**src/rtl/clock_pkg.sv**
```systemverilog
// clock_pkg: mode/position codes and display digit bit-map shared by the clock blocks.
package clock_pkg;
  typedef enum logic [1:0] {
    MODE_CLOCK   = 2'd0,
    MODE_SETTING = 2'd1,
    MODE_ALARM   = 2'd2
  } mode_t;
  typedef enum logic [1:0] {
    POS_SEC  = 2'd0,
    POS_MIN  = 2'd1,
    POS_HOUR = 2'd2
  } pos_t;
  localparam logic [5:0] DIGITS_SEC  = 6'b000011;
  localparam logic [5:0] DIGITS_MIN  = 6'b001100;
  localparam logic [5:0] DIGITS_HOUR = 6'b110000;
  localparam logic [5:0] DIGITS_ALL  = 6'b111111;
  function automatic logic [5:0] digits_of(pos_t p);
    return p == POS_HOUR ? DIGITS_HOUR : p == POS_MIN ? DIGITS_MIN : DIGITS_SEC;
  endfunction
endpackage

```
**src/rtl/idle_timer.sv**
```systemverilog
// idle_timer: counts seconds of inactivity and pulses expire on the TIMEOUT_SEC-th tick.
module idle_timer #(
  parameter int TIMEOUT_SEC = 10
) (
  input  logic clk,
  input  logic rst_n,
  input  logic clear,
  input  logic enable,
  input  logic sec_tick,
  output logic expire
);
  logic [7:0] count;
  // expiry is combinational so the owner can leave its mode on the very next edge
  assign expire = enable && !clear && sec_tick && count == 8'(TIMEOUT_SEC - 1);
  always_ff @(posedge clk or negedge rst_n)
    if (!rst_n) count <= '0;
    else if (clear || expire) count <= '0;
    else if (enable && sec_tick) count <= count + 8'd1;
endmodule

```
**src/rtl/setting_ctrl.sv**
```systemverilog
// setting_ctrl: button-driven mode/position FSM, blink mask and one-hot increment strobes.
module setting_ctrl
  import clock_pkg::*;
#(
  parameter int TIMEOUT_SEC = 10
) (
  input  logic       clk,
  input  logic       rst_n,
  input  logic       i_sw_mode,
  input  logic       i_sw_position,
  input  logic       i_sw_inc,
  input  logic       i_blink_tick,
  input  logic       i_sec_tick,
  output logic [1:0] o_mode,
  output logic [1:0] o_position,
  output logic [5:0] o_blink_mask,
  output logic [2:0] o_inc_time,
  output logic [2:0] o_inc_alarm
);
  mode_t      mode, mode_n;
  pos_t       position, position_n;
  logic       phase, phase_n;
  logic [2:0] inc_time_n, inc_alarm_n, pos_hot;
  logic       key_mode, key_pos, key_inc, any_key, expire;
  assign key_mode = i_sw_mode;
  assign key_pos  = !i_sw_mode && i_sw_position;
  assign key_inc  = !i_sw_mode && !i_sw_position && i_sw_inc;
  assign any_key  = key_mode || key_pos || key_inc;
  assign pos_hot  = {position == POS_HOUR, position == POS_MIN, position == POS_SEC};
  idle_timer #(.TIMEOUT_SEC(TIMEOUT_SEC)) u_idle (
    .clk     (clk),
    .rst_n   (rst_n),
    .clear   (any_key || mode == MODE_CLOCK),
    .enable  (mode != MODE_CLOCK),
    .sec_tick(i_sec_tick),
    .expire  (expire)
  );
  always_comb begin
    mode_n = key_mode ? (mode == MODE_CLOCK ? MODE_SETTING :
                         mode == MODE_SETTING ? MODE_ALARM : MODE_CLOCK) :
             expire ? MODE_CLOCK : mode;
    position_n = (key_mode || expire) ? POS_SEC :
                 (key_pos && mode != MODE_CLOCK) ? (position == POS_SEC ? POS_MIN :
                                                    position == POS_MIN ? POS_HOUR : POS_SEC) :
                 position;
    // a pressed key keeps the edited digit lit, overriding a coincident blink tick
    phase_n     = (any_key || expire || mode == MODE_CLOCK) ? 1'b1 : phase ^ i_blink_tick;
    inc_time_n  = (key_inc && mode == MODE_SETTING) ? pos_hot : 3'b000;
    inc_alarm_n = (key_inc && mode == MODE_ALARM) ? pos_hot : 3'b000;
  end
  always_ff @(posedge clk or negedge rst_n)
    if (!rst_n) begin
      mode        <= MODE_CLOCK;
      position    <= POS_SEC;
      phase       <= 1'b1;
      o_inc_time  <= '0;
      o_inc_alarm <= '0;
    end else begin
      mode        <= mode_n;
      position    <= position_n;
      phase       <= phase_n;
      o_inc_time  <= inc_time_n;
      o_inc_alarm <= inc_alarm_n;
    end
  assign o_mode       = mode;
  assign o_position   = position;
  assign o_blink_mask = (mode == MODE_CLOCK || phase) ? DIGITS_ALL : ~digits_of(position);
endmodule

```
**config.mk**
```make
export PLATFORM = sky130hd
export DESIGN_NAME = setting_ctrl
export DESIGN_NICKNAME = d
export VERILOG_FILES = /design/src/rtl/clock_pkg.sv /design/src/rtl/idle_timer.sv /design/src/rtl/setting_ctrl.sv
export SDC_FILE = /design/constraint.sdc
export NUM_CORES = 1
export LEC_CHECK = 0
export BUFFER_PORTS_ARGS = -buffer_cell sky130_fd_sc_hd__buf_2
export CAP_MARGIN = 5
export CORE_UTILIZATION = 45
export DETAILED_ROUTE_END_ITERATION = 12
export GPL_ROUTABILITY_DRIVEN = 0
export PLACE_DENSITY = 0.71
export SLEW_MARGIN = 15
export SYNTH_ARGS = -nofsm -noshare
export SYNTH_HDL_FRONTEND = slang
export SYNTH_SLANG_ARGS = --single-unit
```
**constraint.sdc**
```tcl
create_clock -name clk -period 1.6 [get_ports clk]
set_input_delay 0.24 -clock clk [delete_from_list [all_inputs] [get_ports clk]]
set_output_delay 0.24 -clock clk [all_outputs]
set_load 0.1 [all_outputs]
```
==> results of run 1 <==
worst min-delay path, stage by stage:
cell and delay [ns]:
buf_2 0.08, xnor2_1 0.05, nand3_1 0.07
cell usage in the layout, fill, tap and decap left out, types with 2 or more instances in the layout:
cell	netlist	layout
nor3b_1	2	2
o22ai_1	2	2
buf_2	0	16
nand2b_1	2	2
dfrtp_1	18	14
nand2_1	8	6
o21ai_0	6	6
ha_4	0	3
mux2i_1	2	2
nand2_4	0	2
or3_1	6	5
nand3_1	2	2
nor3_1	2	2
buf_12	0	6
inv_4	0	2
nor2_1	5	5
clkbuf_4	0	3
buf_4	3	13
ha_1	6	3
dfrtp_4	0	4
inv_1	5	3
a21oi_1	5	5
xnor2_1	2	2
and2_1	6	6
or3_4	1	2
final timing paths:
kind	endpoint	from	cells after the start
worst max register to register	o_mode[0]	u_idle.count[1]	6
worst min-delay path	phase	i_blink_tick	3
min in group asynchronous	u_idle.count[4]	rst_n	2
max in group asynchronous	phase	rst_n	2
worst max-delay path	o_blink_mask[0]	o_position[0]	4
worst min register to register	u_idle.count[6]	u_idle.count[6]	2
state kept, by name, summed over array words and instances (netlist names):
name	cells
u_idle.count	8
o_inc_alarm	3
o_inc_time	3
o_mode	2
o_position	2
phase	1
logic make-up (layout without fill, tap and decap cells):
| family | after synthesis | in the layout | share of synthesized area |
|---|---|---|---|
| DFF | 19 | 19 | 0.4745 |
| AOI/OAI and AO/OA | 16 | 16 | 0.1133 |
| xor gates and xnor gates | 2 | 2 | 0.01744 |
| buffers and inverters | 8 | 45 | 0.04110 |
| muxes | 3 | 3 | 0.03487 |
| adders and majority gates | 6 | 6 | 0.07472 |
| and+or+nand+nor | 41 | 41 | 0.2441 |
per-layer routing:
layer | part of all wire | GRT usage | vias to the layer above
li1 | - | - | 404
met1 | 0.46 | 0.2643 | 385
met2 | 0.50 | 0.3265 | 19
met3 | 0.032 | 0.01869 | 2
met4 | 0.0063 | 0.07353 | 0
met5 | 0 | 0 | -
through the flow:
stage | total power [mW] | cells | area [um2] | hold slack, ns
after detailed placement | 0.9285 | 153 | 1316 | 0.2027
after global routing | 1.257 | 159 | 1449 | 0.1884
after floorplan | 0.8264 | 95 | 1065 | -0.05559
after global placement | 0.9224 | 153 | 1316 | 0.1942
final | 1.202 | 159 | 1449 | 0.1770
after CTS | 1.210 | 159 | 1449 | 0.1791
power by group:
part / leakage [nW] / total [mW] / internal (mW) / switching [mW]
clock: 0.0177 / 0.244 / 0.0931 / 0.151
sequential: 0.252 / 0.549 / 0.514 / 0.0348
combinational: 0.398 / 0.409 / 0.133 / 0.276
cell type report:
type	instances	area [um2]	area share
tap	27	33.78	0.02332
sequential	19	491.7	0.3394
timing repair buffer	36	307.8	0.2124
clock buffer	3	22.52	0.01554
multi-input combinational	68	564.3	0.3895
clock inverter	1	5.005	0.003454
inverter	5	23.77	0.01641
repair_timing:
item | 4_1_cts | 5_1_grt
hold buffers | 1 | 0
buffers inserted | 2 | 2
gates resized for setup | 17 | 0
setup endpoints to repair | 10 | 6
pin swaps | 3 | 2
hold endpoints to repair | 18 | 0
==> results by group, run 1 <==
Yosys
  – Syn avg cell area: 10.58 um2
  – Cell taking the most area after synthesis: dfrtp_1
  – Most frequent cell after synthesis: dfrtp_1
  – Area share of the largest cell type after synthesis: 0.4483
  – Most frequently used flop master after synthesis: dfrtp_1
  – Area contributors post-synth: dfrtp_1 45%, ha_1 7.5%, and2_1 3.7%, or3_1 3.7%, o21ai_0 3.0%
  – Cells after synthesis: between 90 and 100
  – Register area share after synthesis: 0.4745
  – Mapped Nets: ~110
  – Synth top cells by count: 18 x dfrtp_1, 8 x nand2_1
  – Post-synth EDFFs: 0
  – Ys Warns: 0
  – Yosys cell types: 30
  – Asr flop ratio synth: 1.000
  – Syn Std Cell Area: 1005 um2
  – Synthesized flop and latch total: 19

Critical path
  – Critical Path RT: between 1 and 1.5 ns
  – Crit-path max FO: 2
  – Setup crit end kind: primary output
  – Cell at the slowest stage of the critical path: dfrtp_4
  – Crit path kind: flop to primary output
  – Slowest stage delay, CP: 0.51 ns
  – Startpoint types: flop
  – Crit path max-delay family: flip-flops
  – Critical path cell sequence: inv_4, ha_4, or3_4, buf_12
  – Worst Path Arrival: between 1.5 and 2 ns
  – Buf/Inv on CP: 2
  – R2r setup slk: ~0.1 ns

Final layout
  – Fillers: 148
  – Final Util: 0.7166
  – Share of layout cells above drive strength 1: 0.4470
  – Nets: ~150
  – Area grow syn2layout: 44.21%
  – # diodes: 0

Timing
  – Slew Limit Fails: 0
  – Worst Tran Pin Value: 0.4860 ns
  – Final min period: 1.899 ns
  – Final hold vios: 0
  – Final Skew: between 0.003 and 0.004 ns
  – Final WS setup: -0.2987 ns
  – Max Fclk: approximately 0.53 GHz
  – Period utilisation layout: 1.187
  – Slew margin rel.: 0.6782
  – Setup TNS: -0.9456 ns
  – Final setup viols: 6
  – RSZ-0062 raised after global routing: true

Drt
  – Vias: ~800
  – Final WL: a little over 2 mm
  – DRC viols: 0
  – Final ANT Viol Nets: 0
  – WL/cell: between 10 and 15 um
  – Drt pass-1 iters: 5
  – Drt via density: ~5
  – Initial DRC count: 17

CTS
  – CTS buffer count: 3
  – Skew-Pair Late Insertion Delay: 0.30 ns
  – CTS tree: yes
  – Clock sinks: 19
  – Clock transition at path regs: around 0.11 ns
  – Root buf cell: clkbuf_4
  – H-Tree Level Count: 1
  – Clock tree buffer depth: 2

Outcome
  – Outcome: finished with violations
  – Failing checks: setup timing

GRT
  – GRT Overall Usage: 0.1971
  – Vias in the first global route: about 800
  – Gr ovfl total: 0
  – First-pass GRT wire length: approximately 3.6 mm
  – Pin count of the biggest net entering global routing: 20
  – Initial antenna violation count: 0

Floorplanning
  – Starting density of the core: 0.4969
  – Die area: about 2400 um2
  – Die W: slightly below 50 um
  – Ports: 23
  – Core area: 2022 um2
  – Die Ht: about 50 um
  – Row count: 16

Place
  – Post-DP HPWL: around 1.5 mm
  – IO buf count: 22
  – Post-placement worst setup slack: -0.07074 ns

Power and ir drop
  – VDD IR-drop max: roughly 0.83 mV
  – Power Dens Cells: 829.4 nW/um2
  – Leak pwr: approximately 0.67 nW

Flow run
  – Max cap viols: 0

Worst hold path
  – Worst hold path type: input pin to flop
(Power assumes the default switching activity.)
==> run 2: changes to the inputs <==
Settings changed: CORE_UTILIZATION 45 to 47, PLACE_DENSITY 0.71 to 0.74.
==> run 2 against run 1 <==
  * The flow still finishes with violations (setup timing)
  * Clock skew rose by 0.0022 ns
  * Via count rose by 2.8%
  * Sequential share of layout area fell by 0.41 points
  * Total power rose by 0.70%
  * Routed wire length rose by 6.5%
  * Hold slack got worse by 0.0017 ns
  * Highest routed layer unchanged
==> results by group, run 2 (synthesized netlist as in run 1, its figures left out) <==
Floorplanning
  – Row count: 16 (unchanged)
  – Die W: 48.24 um (-2.1%)
  – Core area: 1982 um2 (-2.0%)
  – Die Ht: 48.24 um (-2.1%)
  – Ports: 23 (unchanged)
  – Die area: 2327 um2 (-4.1%)
  – Starting density of the core: 0.5069 (+0.01004)

Timing
  – Worst Tran Pin Value: 0.4869 ns (+0.0008646 ns)
  – Slew Limit Fails: 0 (unchanged)
  – Final min period: 1.887 ns (-0.01186 ns)
  – Final hold vios: 0 (unchanged)
  – Max Fclk: 0.5300 GHz (+0.63%)
  – Final WS setup: -0.2868 ns (+0.01186 ns)
  – Slew margin rel.: 0.6776 (about the same)
  – Final setup viols: 6 (unchanged)
  – RSZ-0062 raised after global routing: true
  – Period utilisation layout: 1.179 (-0.007411)
  – Final Skew: 0.006067 ns (+0.002189 ns)

Critical path
  – Startpoint types: flop
  – Worst Path Arrival: 1.65 ns (about the same)
  – Critical Path RT: 1.36 ns (about the same)
  – Setup crit end kind: primary output
  – Crit path kind: flop to primary output
  – Crit-path max FO: 2 (unchanged)

CTS
  – Skew-Pair Late Insertion Delay: 0.29 ns (about the same)
  – Clock tree buffer depth: 2 (unchanged)
  – CTS tree: yes
  – H-Tree Level Count: 1 (unchanged)
  – Root buf cell: clkbuf_4
  – CTS buffer count: 3 (unchanged)
  – Clock sinks: 19 (unchanged)
  – Clock transition at path regs: 0.11 ns (about the same)

Drt
  – Initial DRC count: 12 (-5)
  – Final ANT Viol Nets: 0 (unchanged)
  – DRC viols: 0 (unchanged)
  – Drt pass-1 iters: 4 (-1)
  – Drt via density: 5.206 (+2.2%)
  – Final WL: 2.194 mm (+6.5%)
  – Vias: 833 (+2.8%)
  – WL/cell: 13.71 um (+5.8%)

Power and ir drop
  – Leak pwr: 0.6702 nW (+0.46%)
  – VDD IR-drop max: 0.7878 mV (-5.4%)
  – Power Dens Cells: 825.2 nW/um2 (-0.50%)

Final layout
  – Area grow syn2layout: 45.95%
  – Share of layout cells above drive strength 1: 0.4662 (+0.01920)
  – Fillers: 141 (-4.7%)
  – Max FFs per register: 8 (unchanged)
  – Nets: 147 (+0.68%)
  – Biggest regs: u_idle.count x8, o_inc_alarm x3, o_inc_time x3
  – Commonest non-fill, non-tap cells in the layout: 15 x buf_2, 14 x dfrtp_1, 14 x buf_4
  – Commonest non-fill, non-tap cell in the layout: buf_2
  – Biggest register: u_idle.count
  – # diodes: 0 (unchanged)
  – Final Instance Area: 1466 um2 (+1.2%)

Place
  – IO buf count: 22 (unchanged)
  – DP Area: 1316 um2 (unchanged)
  – Post-placement worst setup slack: -0.07707 ns (-0.006326 ns)
  – Post-DP HPWL: 1.538 mm (+2.8%)

GRT
  – First-pass GRT wire length: 3.477 mm (-3.4%)
  – Vias in the first global route: 768 (-4.4%)
  – Gr ovfl total: 0 (unchanged)
  – Pin count of the biggest net entering global routing: 20 (unchanged)
  – Initial antenna violation count: 0 (unchanged)
  – GRT Overall Usage: 0.2177 (+0.02060)

Outcome
  – Failing checks: setup timing
  – Outcome: finished with violations

Worst hold path
  – Worst hold path type: input pin to flop

Flow run
  – Max cap viols: 0 (unchanged)
[run 2: changes by cell type in the layout (fill, tap and decap cells not counted), sizes merged]
cell    delta
clkinv     -1
clkbuf     +2
[run 2: layout make-up]
type,count,area [um2],area share
multi-input cells,68,573.1,0.3908
clock buffers,4,26.28,0.01792
inverters,5,23.77,0.01621
flip-flops and latches,19,491.7,0.3353
repair buffers,37,317.8,0.2167
well taps,27,33.78,0.02304
[run 2: through the flow]
step / total power [mW] / std cells / hold slack [ns] / utilization / setup TNS (ns)
after global routing: 1.278 / 160 / 0.1731 / 0.7399 / -1.434
after CTS: 1.205 / 159 / 0.1718 / 0.7304 / -0.8844
after detailed placement: 0.9299 / 153 / 0.1972 / 0.6641 / -0.1667
final: 1.210 / 160 / 0.1753 / 0.7399 / -0.8986
after floorplan: 0.8264 / 95 / -0.05559 / - / -0.9151
after global placement: 0.9222 / 153 / 0.1935 / 0.6641 / -0.1140
[run 2: final timing paths]
path,startpoint,end,slack (ns),depth (start not counted)
worst max-delay path,o_position[0],o_blink_mask[0],-0.29,4
worst min-delay path,i_blink_tick,phase,0.18,3
worst max register to register,u_idle.count[1],o_mode[0],0.07,6
worst min register to register,u_idle.count[6],u_idle.count[6],0.61,2
max in group asynchronous,rst_n,o_mode[1],0.87,2
min in group asynchronous,rst_n,u_idle.count[4],0.39,2
[run 2: repair_timing]
item | in CTS | in global routing
hold buffers | 1 | 0
hold endpoints to repair | 18 | 0
gates resized for setup | 17 | 4
setup endpoints to repair | 8 | 12
buffers inserted | 3 | 1
pin swaps | 3 | 1
[run 2: routing by layer]
metal,vias up,wire length (um),track usage
li1,406,-,-
met5,-,0,0
met3,4,76,0.03333
met1,398,1003,0.3034
met2,25,1099,0.3547
met4,0,15,0.05000
[run 2: critical path, cell delays in order, from the launching register on]
cell	delay, ns
dfrtp_4	0.50
inv_4	0.07
ha_4	0.19
or3_4	0.40
buf_12	0.18
[run 2: where the power goes]
group / switching, mW / internal, mW
logic: 0.280 / 0.138
registers: 0.0352 / 0.514
clock network: 0.146 / 0.0970
